<file path="src/rtl/seven_seg_scan_capture.sv">
// Captures a multiplexed active-low 8-digit seven-segment bus. Each digit is
// decoded back to a hex nibble, and the digits are reassembled into a 32-bit frame.
//
// state  | meaning
// WAIT   | idle, waiting for exactly one active anode
// COUNT  | counting consecutive identical synchronized samples
// DONE   | current pattern already accepted, waiting for any change
module seven_seg_scan_capture #(
  parameter int unsigned STABLE_CYCLES  = 16,
  parameter int unsigned TIMEOUT_CYCLES = 2000000
) (
  input  logic        clk,
  input  logic        reset,
  input  logic [6:0]  segments_in,
  input  logic [7:0]  anodes_in,
  output logic [31:0] value,
  output logic        frame_valid,
  output logic [7:0]  digits_seen,
  output logic        digit_err,
  output logic        stale
);

  localparam logic [7:0]  STABLE_N  = 8'(STABLE_CYCLES);
  localparam logic [31:0] TIMEOUT_N = 32'(TIMEOUT_CYCLES);

  typedef enum logic [1:0] {S_WAIT, S_COUNT, S_DONE} state_t;

  state_t      state, state_d;
  logic [6:0]  seg_m, seg_s, seg_p;
  logic [7:0]  an_m, an_s, an_p;
  logic [7:0]  cnt, cnt_d;
  logic [31:0] work, work_merged, tcnt, tcnt_d;
  logic [7:0]  seen_merged;
  logic [3:0]  nibble;
  logic [2:0]  digit_idx;
  logic        pair_changed, an_legal, decodable, accept, good_accept;

  always_ff @(posedge clk or negedge reset) begin
    if (!reset) begin
      seg_m <= '1;
      seg_s <= '1;
      seg_p <= '1;
      an_m  <= '1;
      an_s  <= '1;
      an_p  <= '1;
    end else begin
      seg_m <= segments_in;
      seg_s <= seg_m;
      seg_p <= seg_s;
      an_m  <= anodes_in;
      an_s  <= an_m;
      an_p  <= an_s;
    end
  end

  assign pair_changed = {seg_s, an_s} != {seg_p, an_p};
  assign an_legal     = $onehot(~an_s);

  always_comb begin
    digit_idx = 3'd0;
    for (int i = 0; i < 8; i++) begin
      if (!an_s[i]) digit_idx = 3'(i);
    end
  end

  always_comb begin
    decodable = 1'b1;
    nibble    = 4'h0;
    case (seg_s)
      7'b1000000: nibble = 4'h0;
      7'b1111001: nibble = 4'h1;
      7'b0100100: nibble = 4'h2;
      7'b0110000: nibble = 4'h3;
      7'b0011001: nibble = 4'h4;
      7'b0010010: nibble = 4'h5;
      7'b0000010: nibble = 4'h6;
      7'b1111000: nibble = 4'h7;
      7'b0000000: nibble = 4'h8;
      7'b0010000: nibble = 4'h9;
      7'b0001000: nibble = 4'hA;
      7'b0000011: nibble = 4'hB;
      7'b1000110: nibble = 4'hC;
      7'b0100001: nibble = 4'hD;
      7'b0000110: nibble = 4'hE;
      7'b0001110: nibble = 4'hF;
      default:    decodable = 1'b0;
    endcase
  end

  // Acceptance is decided on the edge where the count reaches the threshold,
  // so a threshold of 1 accepts straight out of WAIT.
  always_comb begin
    state_d = state;
    cnt_d   = cnt;
    accept  = 1'b0;
    case (state)
      S_WAIT: begin
        if (an_legal) begin
          cnt_d   = 8'd1;
          state_d = S_COUNT;
        end
      end
      S_COUNT: begin
        if (!pair_changed)  cnt_d = cnt + 8'd1;
        else if (an_legal)  cnt_d = 8'd1;
        else                state_d = S_WAIT;
      end
      S_DONE: begin
        if (pair_changed) state_d = S_WAIT;
      end
      default: state_d = S_WAIT;
    endcase
    if (state_d == S_COUNT && cnt_d == STABLE_N) begin
      accept  = 1'b1;
      state_d = S_DONE;
    end
  end

  always_ff @(posedge clk or negedge reset) begin
    if (!reset) begin
      state <= S_WAIT;
      cnt   <= 8'd0;
    end else begin
      state <= state_d;
      cnt   <= cnt_d;
    end
  end

  always_comb begin
    work_merged = work;
    work_merged[{digit_idx, 2'b00} +: 4] = nibble;
    seen_merged = digits_seen | ~an_s;
  end

  assign good_accept = accept && decodable;
  assign tcnt_d      = good_accept ? 32'd0 : ((tcnt == '1) ? tcnt : tcnt + 32'd1);

  always_ff @(posedge clk or negedge reset) begin
    if (!reset) begin
      work        <= 32'd0;
      value       <= 32'd0;
      frame_valid <= 1'b0;
      digits_seen <= 8'd0;
      digit_err   <= 1'b0;
      tcnt        <= 32'd0;
      stale       <= 1'b0;
    end else begin
      frame_valid <= 1'b0;
      digit_err   <= 1'b0;
      tcnt        <= tcnt_d;
      // stale holds through the accept cycle and drops on the one after
      if (!good_accept) stale <= (tcnt_d >= TIMEOUT_N);
      if (accept) begin
        if (decodable) begin
          work <= work_merged;
          if (seen_merged == 8'hFF) begin
            value       <= work_merged;
            frame_valid <= 1'b1;
            digits_seen <= 8'd0;
          end else begin
            digits_seen <= seen_merged;
          end
        end else begin
          digit_err <= 1'b1;
        end
      end
    end
  end

endmodule

</file>
<file path="config.mk">
export PLATFORM = sky130hd
export DESIGN_NAME = seven_seg_scan_capture
export DESIGN_NICKNAME = d
export VERILOG_FILES = /design/src/rtl/seven_seg_scan_capture.sv
export SDC_FILE = /design/constraint.sdc
export NUM_CORES = 1
export LEC_CHECK = 0
export CORE_UTILIZATION = 55
export CTS_BUF_LIST = sky130_fd_sc_hd__clkbuf_8 sky130_fd_sc_hd__clkbuf_16
export CTS_CLUSTER_DIAMETER = 80
export DETAILED_ROUTE_END_ITERATION = 10
export GPL_ROUTABILITY_DRIVEN = 0
export HOLD_SLACK_MARGIN = 0.12
export PLACE_DENSITY_LB_ADDON = 0.25
export SLEW_MARGIN = 30
export SYNTH_ARGS = -nofsm -noshare
export SYNTH_HDL_FRONTEND = slang
export SYNTH_SLANG_ARGS = --single-unit
</file>
<file path="constraint.sdc">
create_clock -name clk -period 11.8 [get_ports clk]
set_clock_uncertainty 0.05 [all_clocks]
set_input_delay 2.36 -clock clk [delete_from_list [all_inputs] [get_ports clk]]
set_output_delay 2.36 -clock clk [all_outputs]
set_load 0.05 [all_outputs]
</file>
Word-level counts from Yosys, hierarchy flattened. Cells that the tools add are included.

Bits in registers: 162.

$add $sub $neg: 10. Order comparisons: 1. Shift operators: 2. Eq/ne operators: 23. Bitwise logic cells: 2. Reduce and logical (&&, ||, !) cells: 7. Mux-type cells: 28.

Operators with widths (count): 2-to-1 mux 32 bit (2); case mux 4 bit (15 select lines) (1); adder 32 x 1 -> 32 bit, second input constant (1); bitwise mux 32 bit (1); equality test 32 bit, second input constant (1); >= comparator 32 x 21 -> 1 bit, second input constant (1); variable shift 4 x 7 -> 32 bit, first input constant (1); variable part select 4 x 7 -> 32 bit (1); equality test 7 bit, second input constant (4); 2-to-1 mux 8 bit (3); equality test 7 x 5 -> 1 bit, second input constant (3); equality test 7 x 6 -> 1 bit, second input constant (3); 2-to-1 mux 3 bit (6); case mux 8 bit (2 select lines) (1); OR reduction 16 bit (1); != test 15 bit (1); equality test 7 x 2 -> 1 bit, second input constant (2); equality test 7 x 4 -> 1 bit, second input constant (2); 2-to-1 mux 2 bit (5); adder 1 x 1 -> 2 bit (4); adder 8 x 1 -> 8 bit, second input constant (1); equality test 8 x 5 -> 1 bit, second input constant (1); equality test 8 bit, second input constant (1); 2-to-1 mux 1 bit (8); 15 further kinds (18).

Longest topological paths before layout.
Word-level depth: 14. Mapped depth: 13. Gate-level depth less buffers: 13.

Worst setup path before layout. Ideal clock, no wire load.

Kind: register -> register. From: register an_s[1]. To: register cnt[3]. Cell stages (with the launch flop): 14. Arrival time: 3.550 ns. Data required time: 11.629 ns. Setup time: 0.121 ns. Setup slack: 8.079 ns. Period minus slack after synthesis: 3.721 ns. Path through: dfstp_2 fa_1 inv_1 fa_1 fa_1 ha_1 inv_1 fa_1 a2111oi_0 a21oi_1 o21ai_0 nand2_1 a21o_1 a22o_1.

Cells in the longest elaborated chain, start to end: 8.

RTL lines: from (decl) (RTL line 30) `logic [7:0] an_m, an_s, an_p;`; from (signal assigned) (RTL line 51) `an_s <= an_m;`; NOT 8 bit (RTL line 57) `assign an_legal = $onehot(~an_s);`; adder 1 x 1 -> 2 bit (not written as such) (RTL line 57); adder 2 x 2 -> 3 bit (not written as such) (RTL line 57); adder 3 x 3 -> 4 bit (not written as such) (RTL line 57); equality test 4 x 1 -> 1 bit (RTL line 57); 2-to-1 mux 8 bit (RTL line 98, 105); 2-to-1 mux 8 bit (RTL line 104) `if (!pair_changed) cnt_d = cnt + 8'd1;`; case mux 8 bit (2 select lines) (*) (RTL line 96) `case (state)`; via cnt_d[3] (RTL line 31) `logic [7:0] cnt, cnt_d;`; to (signal assigned) (RTL line 125) `cnt <= cnt_d;`; to (decl) (RTL line 31).

Mark *: on every way through the listed nets, which the timed path passes. The rest lies on a longest branch. A chain may end at the register's enable or synchronous reset.

Worst setup path after layout. Ends and elaborated chain as after synthesis.

==> metrics.md <==
| Metric | Value |
|---|---|
| Area growth from synthesis to layout | `16.8%` |
| GRT Overall Usage | `0.248` |
| Avg Cell Area, Syn | `11.5 sq um` |
| Met3 WL | `818 um` |
| CTS sink cnt | `162` |
| Cells after DPL | `910` |
| Number of global-route vias before repair | `5705` |
| Router iterations before antenna repair | `5` |
| Synth top area share | `0.366` |
| Power per standard cell area | `131 nW/um^2` |
| Fmax | `244 MHz` |
| Ant. Diodes | `0` |
| Synthesized instance count | `699` |
| Final worst path period need | `4.10 ns` |
| Post-route cell area | `9360 sq um` |
| Core Region | `14000 sq um` |
| Routed length per instance | `18.2 um` |
| Hold Path Origin | `an_m[2]$_DFF_PN1_` |
| Final Non-Filler Cells | `942` |
| Final critical-path share of the clock period | `0.347` |
| Post-CTS Resized | `0` |
| Count of final max-slew check failures | `0` |
| RSZ-0062 raised after global routing | `false` |
| Met1 wire length | `7590 um` |
| Sequential share of the synthesized area | `0.513` |
| Static Leakage | `4.14 nW` |
| Initial antenna violation count | `0` |
| Site Rows | `43` |
| CTS tree | `yes` |
| Synth top area cells | `dfrtp_1 37%, dfstp_2 15%, mux2_2 11%, nor2_1 3.4%, xor2_1 3.1%` |
| Worst Path Max Fanout | `9` |
| Worst-Skew Late Latency | `0.43 ns` |
| Post-route setup TNS | `0 ns` |
| Setup Fix Bufs, Post-CTS | `0` |
| Clock root cell | `clkbuf_16` |
| Crit path launch type | `register` |
| I/O Buffers | `59` |
| Hold_buf cts | `0` |
| Syn_nets | `727` |
| Dpl cell area | `8740 sq um` |
| Synthesized area | `8010 sq um` |
| Die width | `123 um` |
| Die height | `123 um` |
| H-tree depth | `4` |
| Final Setup Violations | `0` |
| Worst hold endpoint | `an_s[2]$_DFF_PN1_` |
| Wire length on met2 | `8440 um` |
| RR Endpoint | `cnt[3]$_DFF_PN0_` |
| HPWL Detailed | `11900 um` |
| Uppermost layer routed | `met4` |
| Net Switching | `0.273 mW` |
| #FFs+latches synth | `162` |
| Max Cap Violations | `0` |
| WHS | `0.305 ns` |
| Warnings, synthesis | `0` |
| Layout cell share with drive strength beyond 1 | `0.231` |
| Clock power frac | `0.467` |
| Worst R2R Start | `an_s[1]$_DFF_PN1_` |
| Worst min path class | `register to register` |
| CTS buffer count | `17` |
| Count of unique library cells instantiated by Yosys | `76` |
| # DRC | `0` |
| CP arrival | `4.37 ns` |
| Post-layout util | `0.666` |
| R2R cell count | `13` |
| Least-Margin Pin Slew | `0.859 ns` |
| Worst-path clk slew | `0.06 ns` |
| Dominant cell type by area after synthesis | `dfrtp_1` |
| Max clock buf depth | `2` |
| Seq pwr share | `0.478` |
| First-pass GRT wire length | `28200 um` |
| 1st-iter DRT viols | `405` |
| Worst path required time | `12.07 ns` |
| Async SR Flop Fraction | `1.00` |
| Internal power | `0.954 mW` |
| Worst rel slew slack | `0.427` |
| Nets@finish | `777` |
| Reg2reg setup slack | `7.70 ns` |
| Final hold viol count | `0` |
| Comb power frac | `0.056` |
| GRT Residual Overflow | `0` |
| Via density | `6.00` |
| Switching Fraction | `0.222` |
| Status | `complete, no violations` |
| Ys flop type | `dfrtp_1` |
| Drt total wl | `17200 um` |
| Largest net degree at the start of global routing | `98` |
| ANT nets after route | `0` |
| Initial Util | `0.570` |
| Vias | `5649` |
| VDD IR max | `0.000111 V` |
| Crit Path Category | `register to register` |
| Top-level I/O count | `60` |
| Post-synth EDFFs | `0` |
| Critical Path End Type | `register` |
| Die ar. | `15000 sq um` |
| Hold path cells | `0` |
## power groups by stage
stage	Sequential, mW	Combinational (mW)	Clock (mW)
after floorplan	0.589	0.0435	0
after global placement	0.594	0.0652	0
after detailed placement	0.595	0.0683	0
after CTS	0.586	0.0690	0.582
after global routing	0.587	0.0775	0.604
final	0.586	0.0681	0.573
## registers in the layout, indices dropped and copies added, names as in the netlist, 2 cells and up
signal / cells
tcnt: 32
value: 32
work: 32
an_m: 8
an_p: 8
an_s: 8
cnt: 8
digits_seen: 8
seg_m: 7
seg_p: 7
seg_s: 7
state: 2
## logic make-up after synthesis
family / Yosys count / synth area share
buf+inv: 53 / 0.0311
flops: 162 / 0.513
compound gates: 85 / 0.0750
simple gates: 241 / 0.169
mux: 99 / 0.138
fa+ha+maj: 11 / 0.0209
xor+xnor: 48 / 0.0525
## worst max-delay path by stage
| stage | end | cells after the start | start |
|---|---|---|---|
| detailed placement | cnt[3]$_DFF_PN0_ | 13 | an_s[1]$_DFF_PN1_ |
| global route | cnt[6]$_DFF_PN0_ | 13 | an_s[1]$_DFF_PN1_ |
| floorplan | cnt[3]$_DFF_PN0_ | 13 | an_s[1]$_DFF_PN1_ |
| finish | cnt[3]$_DFF_PN0_ | 13 | an_s[1]$_DFF_PN1_ |
| CTS | cnt[3]$_DFF_PN0_ | 13 | an_s[1]$_DFF_PN1_ |
| global placement | cnt[3]$_DFF_PN0_ | 13 | an_s[1]$_DFF_PN1_ |
## per-layer routing
| metal | vias up | track usage |
|---|---|---|
| li1 | 2600 | - |
| met1 | 2857 | 0.325 |
| met2 | 162 | 0.400 |
| met3 | 30 | 0.0534 |
| met4 | 0 | 0.101 |
| met5 | - | 0 |
## cells in the mapped netlist, drive strengths merged, types with 8 or more instances
cell,n
dfrtp,117
mux2,94
nor2,73
dfstp,45
nand2,43
xor2,28
inv,20
xnor2,20
a21oi,19
buf,18
nor3,17
o21ai,17
nand4,15
clkbuf,14
nand3,14
nor4,12
a211oi,8
## cell usage in the layout, fill, tap and decap left out, drive strengths merged, types with 5 or more instances in the layout
master,instances
nand2b,7
nor2,73
dfstp,45
and4,7
nand4,15
a31oi,6
clkdlybuf4s50,58
mux2i,5
buf,5
o22ai,5
a211oi,8
nand4b,6
o21ai,17
or3,6
mux2,94
nand2,43
dfrtp,117
ha,7
nand3,14
a21oi,19
a2111oi,6
or4,7
nor3,17
and2,6
nor4,12
and3,7
inv,26
xor2,28
xnor2,20
clkbuf,18
## area by class of cell
cell class	count	area (sq um)
clock inverter	14	176
multi-input combinational	484	3660
sequential	162	4110
clock buffer	18	439
inverter	21	78.8
fill	1010	4690
tap	180	225
timing repair buffer	63	662
## per-stage QoR
| stage | total power, mW | setup WS [ns] |
|---|---|---|
| 6_report | 1.23 | 7.70 |
| 5_1_grt | 1.27 | 7.42 |
| 4_1_cts | 1.24 | 7.69 |
| 3_5_place_dp | 0.664 | 7.72 |
| 3_3_place_gp | 0.660 | 7.83 |
| 2_1_floorplan | 0.632 | 8.08 |
## critical path, cell delays in order (launching register included)
cell       delay (ns)
dfstp_2          0.60
fa_1             0.42
inv_1            0.08
fa_1             0.42
fa_1             0.49
ha_1             0.17
inv_1            0.05
fa_1             0.38
a2111oi_0        0.43
a21oi_1          0.07
o21ai_0          0.18
nand2_1          0.22
a21o_1           0.22
a22o_1           0.18
Power figures use the tool's default switching activity.
